<file path="src/rtl/opsel_pkg.sv">
// Shared encodings and default widths for the operand-select stage and its
// immediate extender.
package opsel_pkg;

    localparam int OPSEL_WIDTH = 32;
    localparam int OPSEL_IMM_W = 16;

    typedef enum logic [1:0] {
        EXT_ZERO = 2'b00,
        EXT_SIGN = 2'b01,
        EXT_BR   = 2'b10,
        EXT_LUI  = 2'b11
    } ext_mode_e;

endpackage

</file>
<file path="src/rtl/operand_sel_stage_imm_extender.sv">
// Purely combinational immediate extender: zero/sign extension, branch offset
// (sign-extend then x4) and LUI placement.
module imm_extender
    import opsel_pkg::*;
#(
    parameter int WIDTH = OPSEL_WIDTH,
    parameter int IMM_W = OPSEL_IMM_W
) (
    input  logic [IMM_W-1:0] imm_i,
    input  logic [1:0]       mode_i,
    output logic [WIDTH-1:0] ext_o
);

    logic [WIDTH-1:0] sext_s;

    // Extension mode select.
    always_comb begin
        sext_s = {{(WIDTH-IMM_W){imm_i[IMM_W-1]}}, imm_i};
        case (mode_i)
            EXT_ZERO: ext_o = {{(WIDTH-IMM_W){1'b0}}, imm_i};
            EXT_SIGN: ext_o = sext_s;
            EXT_BR:   ext_o = {sext_s[WIDTH-3:0], 2'b00};
            EXT_LUI:  ext_o = {imm_i, {(WIDTH-IMM_W){1'b0}}};
            default:  ext_o = {WIDTH{1'b0}};
        endcase
    end

endmodule

</file>
<file path="src/rtl/operand_sel_stage.sv">
// Registered operand-select stage: source/immediate mux feeding a DEPTH-entry
// FIFO with valid/ready on both sides. Optional macro SEL_CHECK_EN traps sel > N_IN.
module operand_sel_stage
    import opsel_pkg::*;
#(
    parameter int WIDTH = OPSEL_WIDTH,
    parameter int N_IN  = 4,
    parameter int IMM_W = OPSEL_IMM_W,
    parameter int DEPTH = 2,
    localparam int SEL_W = $clog2(N_IN + 1)
) (
    input  logic                  clk,
    input  logic                  reset,
    input  logic                  flush,
    input  logic                  in_valid,
    output logic                  in_ready,
    input  logic [SEL_W-1:0]      sel,
    input  logic [N_IN*WIDTH-1:0] data_in,
    input  logic [IMM_W-1:0]      imm,
    input  logic [1:0]            ext_mode,
    output logic                  out_valid,
    input  logic                  out_ready,
    output logic [WIDTH-1:0]      out_data,
    output logic                  sel_err
);

    localparam int PTR_W = $clog2(DEPTH);
    localparam int CNT_W = $clog2(DEPTH + 1);
    localparam logic [SEL_W-1:0] IMM_SEL  = SEL_W'(N_IN);
    localparam logic [CNT_W-1:0] FULL_CNT = CNT_W'(DEPTH);

    logic [WIDTH-1:0] buf_q [DEPTH];
    logic [PTR_W-1:0] wr_ptr_q, wr_ptr_d, rd_ptr_q, rd_ptr_d;
    logic [CNT_W-1:0] count_q, count_d;
    logic             sel_err_q, sel_err_d;
    logic [WIDTH-1:0] imm_ext_s, src_val_s, sel_val_s;
    logic             sel_bad_s, push_s, pop_s;

    imm_extender #(.WIDTH(WIDTH), .IMM_W(IMM_W)) u_ext (
        .imm_i  (imm),
        .mode_i (ext_mode),
        .ext_o  (imm_ext_s)
    );

    // One-hot AND-OR selection of the data_in slot addressed by sel.
    always_comb begin
        src_val_s = {WIDTH{1'b0}};
        for (int k = 0; k < N_IN; k++) begin
            src_val_s = src_val_s | (data_in[k*WIDTH +: WIDTH] & {WIDTH{sel == SEL_W'(k)}});
        end
    end

    // Source versus immediate, with out-of-range select handling.
    always_comb begin
        sel_bad_s = 1'b0;
        if (sel < IMM_SEL) begin
            sel_val_s = src_val_s;
        end else if (sel == IMM_SEL) begin
            sel_val_s = imm_ext_s;
        end else begin
`ifdef SEL_CHECK_EN
            sel_val_s = {WIDTH{1'b0}};
            sel_bad_s = 1'b1;
`else
            sel_val_s = imm_ext_s;
`endif
        end
    end

    assign in_ready  = (count_q < FULL_CNT);
    assign out_valid = (count_q != {CNT_W{1'b0}});
    assign push_s    = in_valid && in_ready;
    assign pop_s     = out_valid && out_ready;
    assign out_data  = out_valid ? buf_q[rd_ptr_q] : {WIDTH{1'b0}};
    assign sel_err   = sel_err_q;

    // Pointer, occupancy and sticky error next-state; flush wins over push/pop.
    always_comb begin
        count_d   = count_q;
        wr_ptr_d  = wr_ptr_q;
        rd_ptr_d  = rd_ptr_q;
        sel_err_d = sel_err_q;
        if (flush) begin
            count_d  = {CNT_W{1'b0}};
            wr_ptr_d = {PTR_W{1'b0}};
            rd_ptr_d = {PTR_W{1'b0}};
        end else begin
            if (push_s) begin
                wr_ptr_d = wr_ptr_q + PTR_W'(1);
            end else begin
                wr_ptr_d = wr_ptr_q;
            end
            if (pop_s) begin
                rd_ptr_d = rd_ptr_q + PTR_W'(1);
            end else begin
                rd_ptr_d = rd_ptr_q;
            end
            case ({push_s, pop_s})
                2'b10:   count_d = count_q + CNT_W'(1);
                2'b01:   count_d = count_q - CNT_W'(1);
                default: count_d = count_q;
            endcase
            if (push_s && sel_bad_s) begin
                sel_err_d = 1'b1;
            end else begin
                sel_err_d = sel_err_q;
            end
        end
    end

    // State registers and buffer storage.
    always_ff @(posedge clk or posedge reset) begin
        if (reset) begin
            count_q   <= {CNT_W{1'b0}};
            wr_ptr_q  <= {PTR_W{1'b0}};
            rd_ptr_q  <= {PTR_W{1'b0}};
            sel_err_q <= 1'b0;
            for (int i = 0; i < DEPTH; i++) begin
                buf_q[i] <= {WIDTH{1'b0}};
            end
        end else begin
            count_q   <= count_d;
            wr_ptr_q  <= wr_ptr_d;
            rd_ptr_q  <= rd_ptr_d;
            sel_err_q <= sel_err_d;
            if (push_s && !flush) begin
                buf_q[wr_ptr_q] <= sel_val_s;
            end
        end
    end

endmodule

</file>
<file path="config.mk">
export PLATFORM = sky130hd
export DESIGN_NAME = operand_sel_stage
export DESIGN_NICKNAME = d
export VERILOG_FILES = /design/src/rtl/opsel_pkg.sv /design/src/rtl/operand_sel_stage_imm_extender.sv /design/src/rtl/operand_sel_stage.sv
export SDC_FILE = /design/constraint.sdc
export NUM_CORES = 1
export LEC_CHECK = 0
export CORE_MARGIN = 2
export CORE_UTILIZATION = 45
export CTS_CLUSTER_DIAMETER = 80
export DETAILED_ROUTE_END_ITERATION = 6
export HOLD_SLACK_MARGIN = 0.05
export MAX_ROUTING_LAYER = met4
export PLACE_DENSITY_LB_ADDON = 0.08
export SYNTH_ARGS = -nofsm -noshare
export SYNTH_HDL_FRONTEND = slang
export SYNTH_HIERARCHICAL = 1
export SYNTH_SLANG_ARGS = --single-unit
</file>
<file path="constraint.sdc">
create_clock -name clk -period 2.4 [get_ports clk]
set_input_delay 0.24 -clock clk [delete_from_list [all_inputs] [get_ports clk]]
set_output_delay 0.24 -clock clk [all_outputs]
set_load 0.1 [all_outputs]
</file>
==> impl_metrics.py, run 1 <==
metrics = {
    "synthesis": {
        "yosysWarningCount": 6,
        "synthFlopType": "dfrtp_1",
        "syn_area_um2": 4840,
        "syn_area_per_cell_um2": 9.39,
        "net_count_of_the_mapped_netlist": 670,
        "yosys.area.top_type": "dfrtp_1",
        "seq_area_frac_synth": 0.351,
        "netlist.area_leader.share": 0.351,
        "cells_taking_the_most_area_after_synthesis": "dfrtp_1 35%, mux2i_1 9.7%, mux2_2 7.4%",
        "synthTopCellsByCount": "68 x dfrtp_1, 64 x nand2_1, 47 x mux2i_1, 45 x o31ai_1, 36 x nor2_1",
        "synth.distinct_cells": 35,
        "synth-async-reset-ratio": 1.00,
        "synth_edf_count": 0,
        "syn_inst": 516,
        "synth.most_common_cell": "dfrtp_1",
        "ys_ff_latch": 68,
    },
    "global_routing": {
        "grt_overflow_total": 0,
        "grt_first_pass_wirelength_mm": 23.0,
        "first_global_vias": 4706,
        "track_usage": 0.262,
        "grt_start_max_net_pins": 69,
        "grt_antenna_before_repair": 0,
    },
    "timing": {
        "clock.fmax_mhz": 490,
        "unrepaired_setup_endpoints_after_global_routing": "no",
        "timing.clock.skew_ns": 0.0135,
        "worstMarginPinSlew_ns": 0.722,
        "hold_viol": 0,
        "fin_tns_setup_ns": 0,
        "finalHoldWorstSlack_ns": 0.283,
        "worst_slew_margin_rel": 0.518,
        "layout_worst_path_cycle_share": 0.851,
        "max_slew_violations": 0,
        "setup_viol": 0,
        "min_period_ns": 2.04,
    },
    "worst_setup_path": {
        "end_kind": "output port",
        "worst-path-max-fanout": 12,
        "criticalPathCategory": "reg2out",
        "cp_startpoint_kind": "flop",
        "worst-endpoint-arrival_ns": 1.80,
        "worstPathRequired_ns": 2.16,
    },
    "pwr": {
        "seq_power_share": 0.355,
        "internal-power_mw": 2.85,
        "netSwitchingFraction": 0.372,
        "clock_power_share": 0.213,
        "worst_supply_voltage_drop_on_vdd_v": 0.000368,
        "p_sw_mw": 1.69,
        "p_leak_nw": 2.93,
        "powerDensity_nw_per_um2": 610,
        "comb_power_share": 0.432,
    },
    "drt": {
        "pre_repair_dr_iteration_count": 6,
        "wire_length_per_cell_um": 18.1,
        "drt_drc_violations_left": 0,
        "vias": 4640,
        "antenna_left": 0,
        "detail_route.vias_per_cell": 5.67,
        "first_iter_violations": 319,
        "totalWireLength_mm": 14.8,
    },
    "die": {
        "fp.dieW_um": 108,
        "chipHeight_um": 108,
        "dieArea_um2": 11600,
        "core_region_area_um2": 10400,
        "std_cell_rows": 37,
        "floorplan.io_pins": 189,
        "initial_core_util": 0.467,
    },
    "placed_design": {
        "hpwl_mm": 11.0,
        "numPortBuffers": 187,
        "gp_congestion": 0.799,
    },
    "final_layout": {
        "syn_to_final_growth_pct": 53.5,
        "n_antenna_cell": 0,
        "nets": 832,
        "post_route_cells_drive_above_1_share": 0.243,
        "num-fill-cells": 798,
        "utilization": 0.717,
    },
    "cts": {
        "tritoncts.num_buffers": 9,
        "clock_root_buffer": "clkbuf_8",
        "worst_setup_hold_path_clk_slew_ns": 0.08,
        "clock-sinks": 68,
        "hold_buffers": 0,
        "clock_latency_ns": 0.34,
        "clockBufferDepth": 2,
        "htree_num_levels": 3,
        "cts_resized": 0,
        "postCtsSetupRepairBufs": 0,
        "cts_tree": "done",
    },
    "outcome": {
        "outcome": "finished, final reports clean",
    },
    "min_path": {
        "worstHoldPathType": "in2async",
    },
    "run": {
        "cap_viol_max_count": 0,
    },
}
power by group through the flow:
stage / Sequential (mW) / Combinational [mW] / Clock, mW
floorplan: 1.58 / 1.26 / 0
global placement: 1.61 / 1.92 / 0
detailed placement: 1.63 / 1.96 / 0
CTS: 1.61 / 1.97 / 0.978
global route: 1.65 / 2.09 / 1.02
finish: 1.61 / 1.96 / 0.967
cells by family (layout without fill, tap and decap cells):
family,count (synthesis),in the layout,synth area share
DFF,68,68,0.351
muxes,79,79,0.171
xor gates and xnor gates,3,3,0.00542
buffers and inverters,58,225,0.0643
AOI/OAI and AO/OA,162,162,0.265
other,1,1,0.000774
and+or+nand+nor,145,145,0.142
final timing paths:
path,startpoint,slack (ns),to,cells past startpoint
max in group asynchronous,reset,1.79,buf_q[4],3
setup reg to reg,count_q[1],0.68,buf_q[37],3
min in group clk,buf_q[10],0.48,buf_q[10],2
setup / recovery,count_q[1],0.36,out_data[29],4
hold reg to reg,buf_q[10],0.48,buf_q[10],2
hold / removal,reset,0.28,buf_q[42],3
worst max-delay path: stages, from the launching register on:
cell     delay, ns
dfrtp_1       0.49
nor2_4        0.44
buf_4         0.26
nor2_1        0.09
buf_12        0.17
layout by cell type (no fill, tap or decap), types with 5 or more instances in the layout:
cell type	synthesis	final
o22ai_1	32	32
dfrtp_1	68	67
o21ai_1	5	5
nor2_1	36	5
a22o_1	14	14
inv_1	6	5
clkdlybuf4s50_1	0	152
nor2_2	0	30
buf_4	6	10
mux2_2	32	32
o21ai_2	10	10
o31ai_1	45	45
nor2b_1	35	35
a211oi_1	32	32
nand2_1	64	64
mux2i_1	47	47
o31ai_2	19	19
buf_12	0	40
clkbuf_8	0	11
per-stage QoR:
step / power (mW) / std cells / setup WS (ns) / instance area (um^2)
4_1_cts: 4.55 / 819 / 0.360 / 7440
3_3_place_gp: 3.52 / 803 / 0.437 / 7230
6_report: 4.54 / 819 / 0.359 / 7440
5_1_grt: 4.76 / 819 / 0.275 / 7440
3_5_place_dp: 3.59 / 803 / 0.349 / 7230
2_1_floorplan: 2.84 / 516 / 0.275 / 4920
final cells by class:
class | instances | area (um^2) | area share
clock buffer | 12 | 155 | 0.0209
clock inverter | 4 | 47.5 | 0.00639
inverter | 7 | 26.3 | 0.00353
multi-input combinational | 390 | 2940 | 0.395
sequential | 68 | 1700 | 0.229
tap | 136 | 170 | 0.0229
timing repair buffer | 202 | 2400 | 0.322
routing by layer:
layer | track usage | part of all wire | up-vias
li1 | - | - | 2226
met1 | 0.323 | 0.42 | 2193
met2 | 0.451 | 0.50 | 197
met3 | 0.0339 | 0.060 | 24
met4 | 0.0778 | 0.019 | 0
met5 | - | 0 | -
registers in the layout, summed over array words and instances, names as in the netlist:
| register | flops |
|---|---|
| buf_q | 64 |
| count_q | 2 |
| rd_ptr_q | 1 |
| wr_ptr_q | 1 |
Power figures use the tool's default switching activity.
==> run 2, diff against run 1 <==
--- a/config.mk
+++ b/config.mk
@@ -7,6 +7,7 @@
 export LEC_CHECK = 0
 export CORE_MARGIN = 2
 export CORE_UTILIZATION = 45
+export CTS_BUF_LIST = sky130_fd_sc_hd__clkbuf_16
 export CTS_CLUSTER_DIAMETER = 80
 export DETAILED_ROUTE_END_ITERATION = 6
 export HOLD_SLACK_MARGIN = 0.05
==> impl_metrics.py, run 2 (same netlist as run 1, synthesis figures left out) <==
metrics = {
    "outcome": {
        "outcome": "finished, final reports clean",
    },
    "final_layout": {
        "multi_input_comb_area_um2": 2940,
        "utilization": 0.725,
        "register_bank_with_the_most_flops": "buf_q",
        "n_antenna_cell": 0,
        "regArea_um2": 1700,
        "largest_register_ff_count": 64,
        "layout.cells.most_common": "clkdlybuf4s50_1",
        "layout_top_registers": "buf_q: 64 flops, count_q: 2 flops",
        "final_cell_mix": "152 x clkdlybuf4s50_1, 67 x dfrtp_1, 64 x nand2_1",
        "syn_to_final_growth_pct": 55.2,
        "nets": 832,
        "post_route_cells_drive_above_1_share": 0.240,
        "layout.cells.non_filler": 819,
        "num-fill-cells": 790,
    },
    "timing": {
        "fin_tns_setup_ns": 0,
        "unrepaired_setup_endpoints_after_global_routing": "no",
        "timing.clock.skew_ns": 0.00508,
        "worst_slew_margin_rel": 0.506,
        "finalHoldWorstSlack_ns": 0.298,
        "clock.fmax_mhz": 497,
        "setup_viol": 0,
        "hold_viol": 0,
        "min_period_ns": 2.01,
        "worstMarginPinSlew_ns": 0.741,
        "layout_worst_path_cycle_share": 0.838,
        "max_slew_violations": 0,
    },
    "worst_setup_path": {
        "critical-path-max-stage-delay_ns": 0.48,
        "cp_top_family": "simple AND/OR/NAND/NOR gates",
        "worst-endpoint-arrival_ns": 1.77,
        "crit_path_cell_trace": "nor2_4 > buf_4 > nor2_1 > buf_12",
        "critPathBufInv": 2,
        "rr_startpoint": "count_q[1]",
        "crit_slowest_cell": "dfrtp_1",
        "worstSetupPathDepth": 4,
        "end_kind": "output port",
        "worstReg2RegEnd": "buf_q[40]",
        "criticalPathCategory": "reg2out",
        "reg2reg_setup_slack_ns": 0.69,
        "worst-path-max-fanout": 12,
        "reg2reg_depth": 3,
        "worstPathRequired_ns": 2.16,
        "cp_startpoint_kind": "flop",
    },
    "die": {
        "std_cell_rows": 37,
        "fp.dieW_um": 108,
        "initial_core_util": 0.467,
        "floorplan.io_pins": 189,
        "core_region_area_um2": 10400,
        "dieArea_um2": 11600,
        "chipHeight_um": 108,
    },
    "pwr": {
        "power.total_mw": 4.84,
        "p_sw_mw": 1.73,
        "netSwitchingFraction": 0.358,
        "p_leak_nw": 2.96,
        "comb_power_share": 0.405,
        "clock_power_share": 0.262,
        "internal-power_mw": 3.11,
        "powerDensity_nw_per_um2": 644,
        "worst_supply_voltage_drop_on_vdd_v": 0.000334,
        "seq_power_share": 0.333,
    },
    "global_routing": {
        "groute.layer.met2.usage": 0.451,
        "first_global_vias": 4706,
        "grt.met1_usage": 0.331,
        "track_usage": 0.267,
        "busiest_layer": "met2",
        "grt_start_max_net_pins": 69,
        "grt_antenna_before_repair": 0,
        "grt_first_pass_wirelength_mm": 23.3,
        "grtUsageMet3": 0.0448,
        "grt_overflow_total": 0,
    },
    "cts": {
        "clock_latency_ns": 0.32,
        "postCtsSetupRepairBufs": 0,
        "clockBufferDepth": 2,
        "htree_num_levels": 3,
        "worst_setup_hold_path_clk_slew_ns": 0.06,
        "clock-sinks": 68,
        "clock_root_buffer": "clkbuf_16",
        "cts_resized": 0,
        "tritoncts.num_buffers": 9,
        "hold_buffers": 0,
        "cts_tree": "done",
    },
    "drt": {
        "totalWireLength_mm": 14.8,
        "vias": 4641,
        "detail_route.vias_per_cell": 5.67,
        "antenna_left": 0,
        "pre_repair_dr_iteration_count": 5,
        "wire_length_per_cell_um": 18.1,
        "drt_drc_violations_left": 0,
        "first_iter_violations": 324,
    },
    "placed_design": {
        "placed_cells": 803,
        "numPortBuffers": 187,
        "hpwl_mm": 11.0,
        "gp_congestion": 0.799,
    },
    "min_path": {
        "worstHoldPathType": "in2async",
    },
    "run": {
        "cap_viol_max_count": 0,
    },
}
==> run 2: cell count changes in the layout (fill, tap and decap cells not counted) <==
| cell | before | now |
|---|---|---|
| clkbuf_8 | 11 | 0 |
| inv_1 | 5 | 6 |
| clkbuf_16 | 0 | 9 |
| clkbuf_1 | 1 | 0 |
| clkinv_1 | 0 | 2 |
==> run 2: worst max-delay path by stage <==
stage	startpoint	end	slack, ns
3_5_place_dp	sel[0]	buf_q[18]	0.35
3_3_place_gp	sel[0]	buf_q[51]	0.44
2_1_floorplan	rd_ptr_q	out_data[28]	0.28
4_1_cts	count_q[1]	out_data[29]	0.38
5_1_grt	count_q[1]	out_data[29]	0.30
6_report	count_q[1]	out_data[29]	0.39
==> run 2: final cells by class <==
type                            instances  area share
Clock buffer                            9      0.0300
Clock inverter                          7     0.00782
Sequential cell                        68       0.227
Tap cell                              136      0.0226
Timing Repair Buffer                  202       0.319
Inverter                                7     0.00350
Multi-Input combinational cell        390       0.391
==> run 2: worst reg2reg max path: stages (launching register included) <==
cell and delay (ns):
dfrtp_1 0.48, or4b_4 0.59, buf_12 0.23, o31ai_2 0.32
==> run 2: power by group through the flow <==
stage,Sequential [mW],Clock [mW],Combinational (mW)
3_5_place_dp,1.63,0,1.96
3_3_place_gp,1.61,0,1.92
6_report,1.61,1.27,1.96
2_1_floorplan,1.58,0,1.26
4_1_cts,1.61,1.28,1.97
5_1_grt,1.65,1.34,2.09
==> run 2: layer usage <==
metal	routed length [um]	part of all wire
met1	6240	0.42
met2	7490	0.50
met3	872	0.059
met4	239	0.016
met5	0	0
==> run 2: metrics by stage <==
stage / worst slack, ns / instance area, um^2
floorplan: 0.275 / 4920
global placement: 0.437 / 7230
detailed placement: 0.349 / 7230
CTS: 0.385 / 7520
global route: 0.296 / 7520
finish: 0.389 / 7520
==> run 3, diff against run 2 <==
==> constraint.sdc (replaced) <==
create_clock -name clk -period 2.1 [get_ports clk]
set_input_delay 0.21 -clock clk [delete_from_list [all_inputs] [get_ports clk]]
set_output_delay 0.21 -clock clk [all_outputs]
set_load 0.1 [all_outputs]
==> impl_metrics.py, run 3 (same netlist as run 1, synthesis figures left out) <==
metrics = {
    "final_layout": {
        "utilization": 0.733,
        "n_antenna_cell": 0,
        "nets": 837,
        "layout_top_registers": "buf_q: 64 flops, count_q: 2 flops",
        "register_bank_with_the_most_flops": "buf_q",
        "largest_register_ff_count": 64,
        "syn_to_final_growth_pct": 56.9,
        "final_cell_mix": "152 x clkdlybuf4s50_1, 67 x dfrtp_1, 64 x nand2_1",
        "layout.cells.most_common": "clkdlybuf4s50_1",
        "post_route_cells_drive_above_1_share": 0.249,
    },
    "die": {
        "dieArea_um2": 11600,
        "core_region_area_um2": 10400,
        "std_cell_rows": 37,
        "initial_core_util": 0.467,
        "floorplan.io_pins": 189,
        "chipHeight_um": 108,
        "fp.dieW_um": 108,
    },
    "cts": {
        "hold_buffers": 0,
        "clock_root_buffer": "clkbuf_16",
        "cts_resized": 0,
        "clock_latency_ns": 0.33,
        "clock-sinks": 68,
        "tritoncts.num_buffers": 9,
        "cts_tree": "done",
        "clockBufferDepth": 2,
        "postCtsSetupRepairBufs": 0,
        "worst_setup_hold_path_clk_slew_ns": 0.06,
        "htree_num_levels": 3,
    },
    "placed_design": {
        "gp_congestion": 0.835,
        "hpwl_mm": 10.8,
        "numPortBuffers": 187,
    },
    "global_routing": {
        "grt_start_max_net_pins": 69,
        "track_usage": 0.266,
        "grt_first_pass_wirelength_mm": 23.6,
        "grt_antenna_before_repair": 0,
        "grt_overflow_total": 0,
        "first_global_vias": 4909,
    },
    "timing": {
        "clock.fmax_mhz": 513,
        "hold_viol": 0,
        "timing.clock.skew_ns": 0.00886,
        "min_period_ns": 1.95,
        "unrepaired_setup_endpoints_after_global_routing": "no",
        "layout_worst_path_cycle_share": 0.929,
        "max_slew_violations": 0,
        "fin_tns_setup_ns": 0,
        "setup_viol": 0,
    },
    "drt": {
        "detail_route.vias_per_cell": 5.63,
        "drt_drc_violations_left": 0,
        "vias": 4643,
        "first_iter_violations": 275,
        "wire_length_per_cell_um": 18.1,
        "pre_repair_dr_iteration_count": 4,
        "totalWireLength_mm": 14.9,
        "antenna_left": 0,
    },
    "pwr": {
        "powerDensity_nw_per_um2": 735,
        "worst_supply_voltage_drop_on_vdd_v": 0.000421,
        "p_leak_nw": 3.00,
    },
    "worst_setup_path": {
        "criticalPathCategory": "reg2out",
        "end_kind": "output port",
        "cp_startpoint_kind": "flop",
        "worstPathRequired_ns": 1.89,
        "critical-path-max-stage-delay_ns": 0.48,
        "worst-endpoint-arrival_ns": 1.74,
        "crit_path_cell_trace": "nor2_4 > buf_4 > nor2_2 > buf_12",
        "worst-path-max-fanout": 10,
        "crit_slowest_cell": "dfrtp_1",
    },
    "outcome": {
        "outcome": "finished, final reports clean",
    },
    "min_path": {
        "worstHoldPathType": "in2async",
    },
    "run": {
        "cap_viol_max_count": 0,
    },
}
[run 3: changes by cell type in the layout (fill, tap and decap cells not counted)]
| cell | before | now |
|---|---|---|
| buf_12 | 40 | 43 |
| buf_4 | 10 | 12 |
| clkinv_1 | 2 | 1 |
| clkinv_4 | 0 | 1 |
| clkinvlp_4 | 1 | 2 |
| inv_1 | 6 | 5 |
[run 3: worst paths after layout]
kind | from | end | slack [ns] | cells past startpoint
min in group clk | sel[1] | buf_q[33] | 0.38 | 3
worst min register to register | buf_q[12] | buf_q[12] | 0.48 | 2
worst min-delay path | reset | buf_q[10] | 0.27 | 3
worst max-delay path | count_q[1] | out_data[2] | 0.15 | 4
worst max register to register | count_q[1] | buf_q[63] | 0.39 | 3
max in group asynchronous | reset | rd_ptr_q | 1.50 | 3
[run 3: layer usage]
metal | vias to the layer above | track usage | wire (um)
met5 | - | - | 0
li1 | 2242 | - | -
met2 | 159 | 0.465 | 7670
met4 | 0 | 0.0760 | 212
met3 | 15 | 0.0303 | 755
met1 | 2227 | 0.325 | 6250
[run 3: through the flow]
| stage | total power [mW] | hold WS, ns | instances | area, um^2 | setup slack (ns) |
|---|---|---|---|---|---|
| 6_report | 5.59 | 0.265 | 824 | 7600 | 0.149 |
| 5_1_grt | 5.83 | 0.332 | 824 | 7600 | 0.0832 |
| 4_1_cts | 5.60 | 0.304 | 824 | 7600 | 0.131 |
| 3_5_place_dp | 4.12 | 0.467 | 808 | 7310 | 0.190 |
| 3_3_place_gp | 4.04 | 0.459 | 808 | 7310 | 0.225 |
| 2_1_floorplan | 3.25 | 0.273 | 516 | 4920 | 0.00519 |
[run 3: report_power, final]
group / internal [mW] / total (mW) / switching, mW
sequential: 1.66 / 1.85 / 0.194
clock: 0.912 / 1.49 / 0.574
combinational: 1.01 / 2.25 / 1.24
total: 3.58 / 5.59 / 2.01
[run 3: cell type report]
cell class / count / area [um^2]
multi-input combinational: 390 / 2940
fill: 784 / 2770
timing repair buffer: 207 / 2470
sequential: 68 / 1700
clock buffer: 9 / 225
tap: 136 / 170
clock inverter: 7 / 67.6
inverter: 7 / 26.3
[run 3: critical path, delay by kind of cell (launching register included)]
family                 cells  cell delay [ns]
buffers and inverters      2             0.43
flip-flops                 1             0.48
AND/OR/NAND/NOR            2             0.49
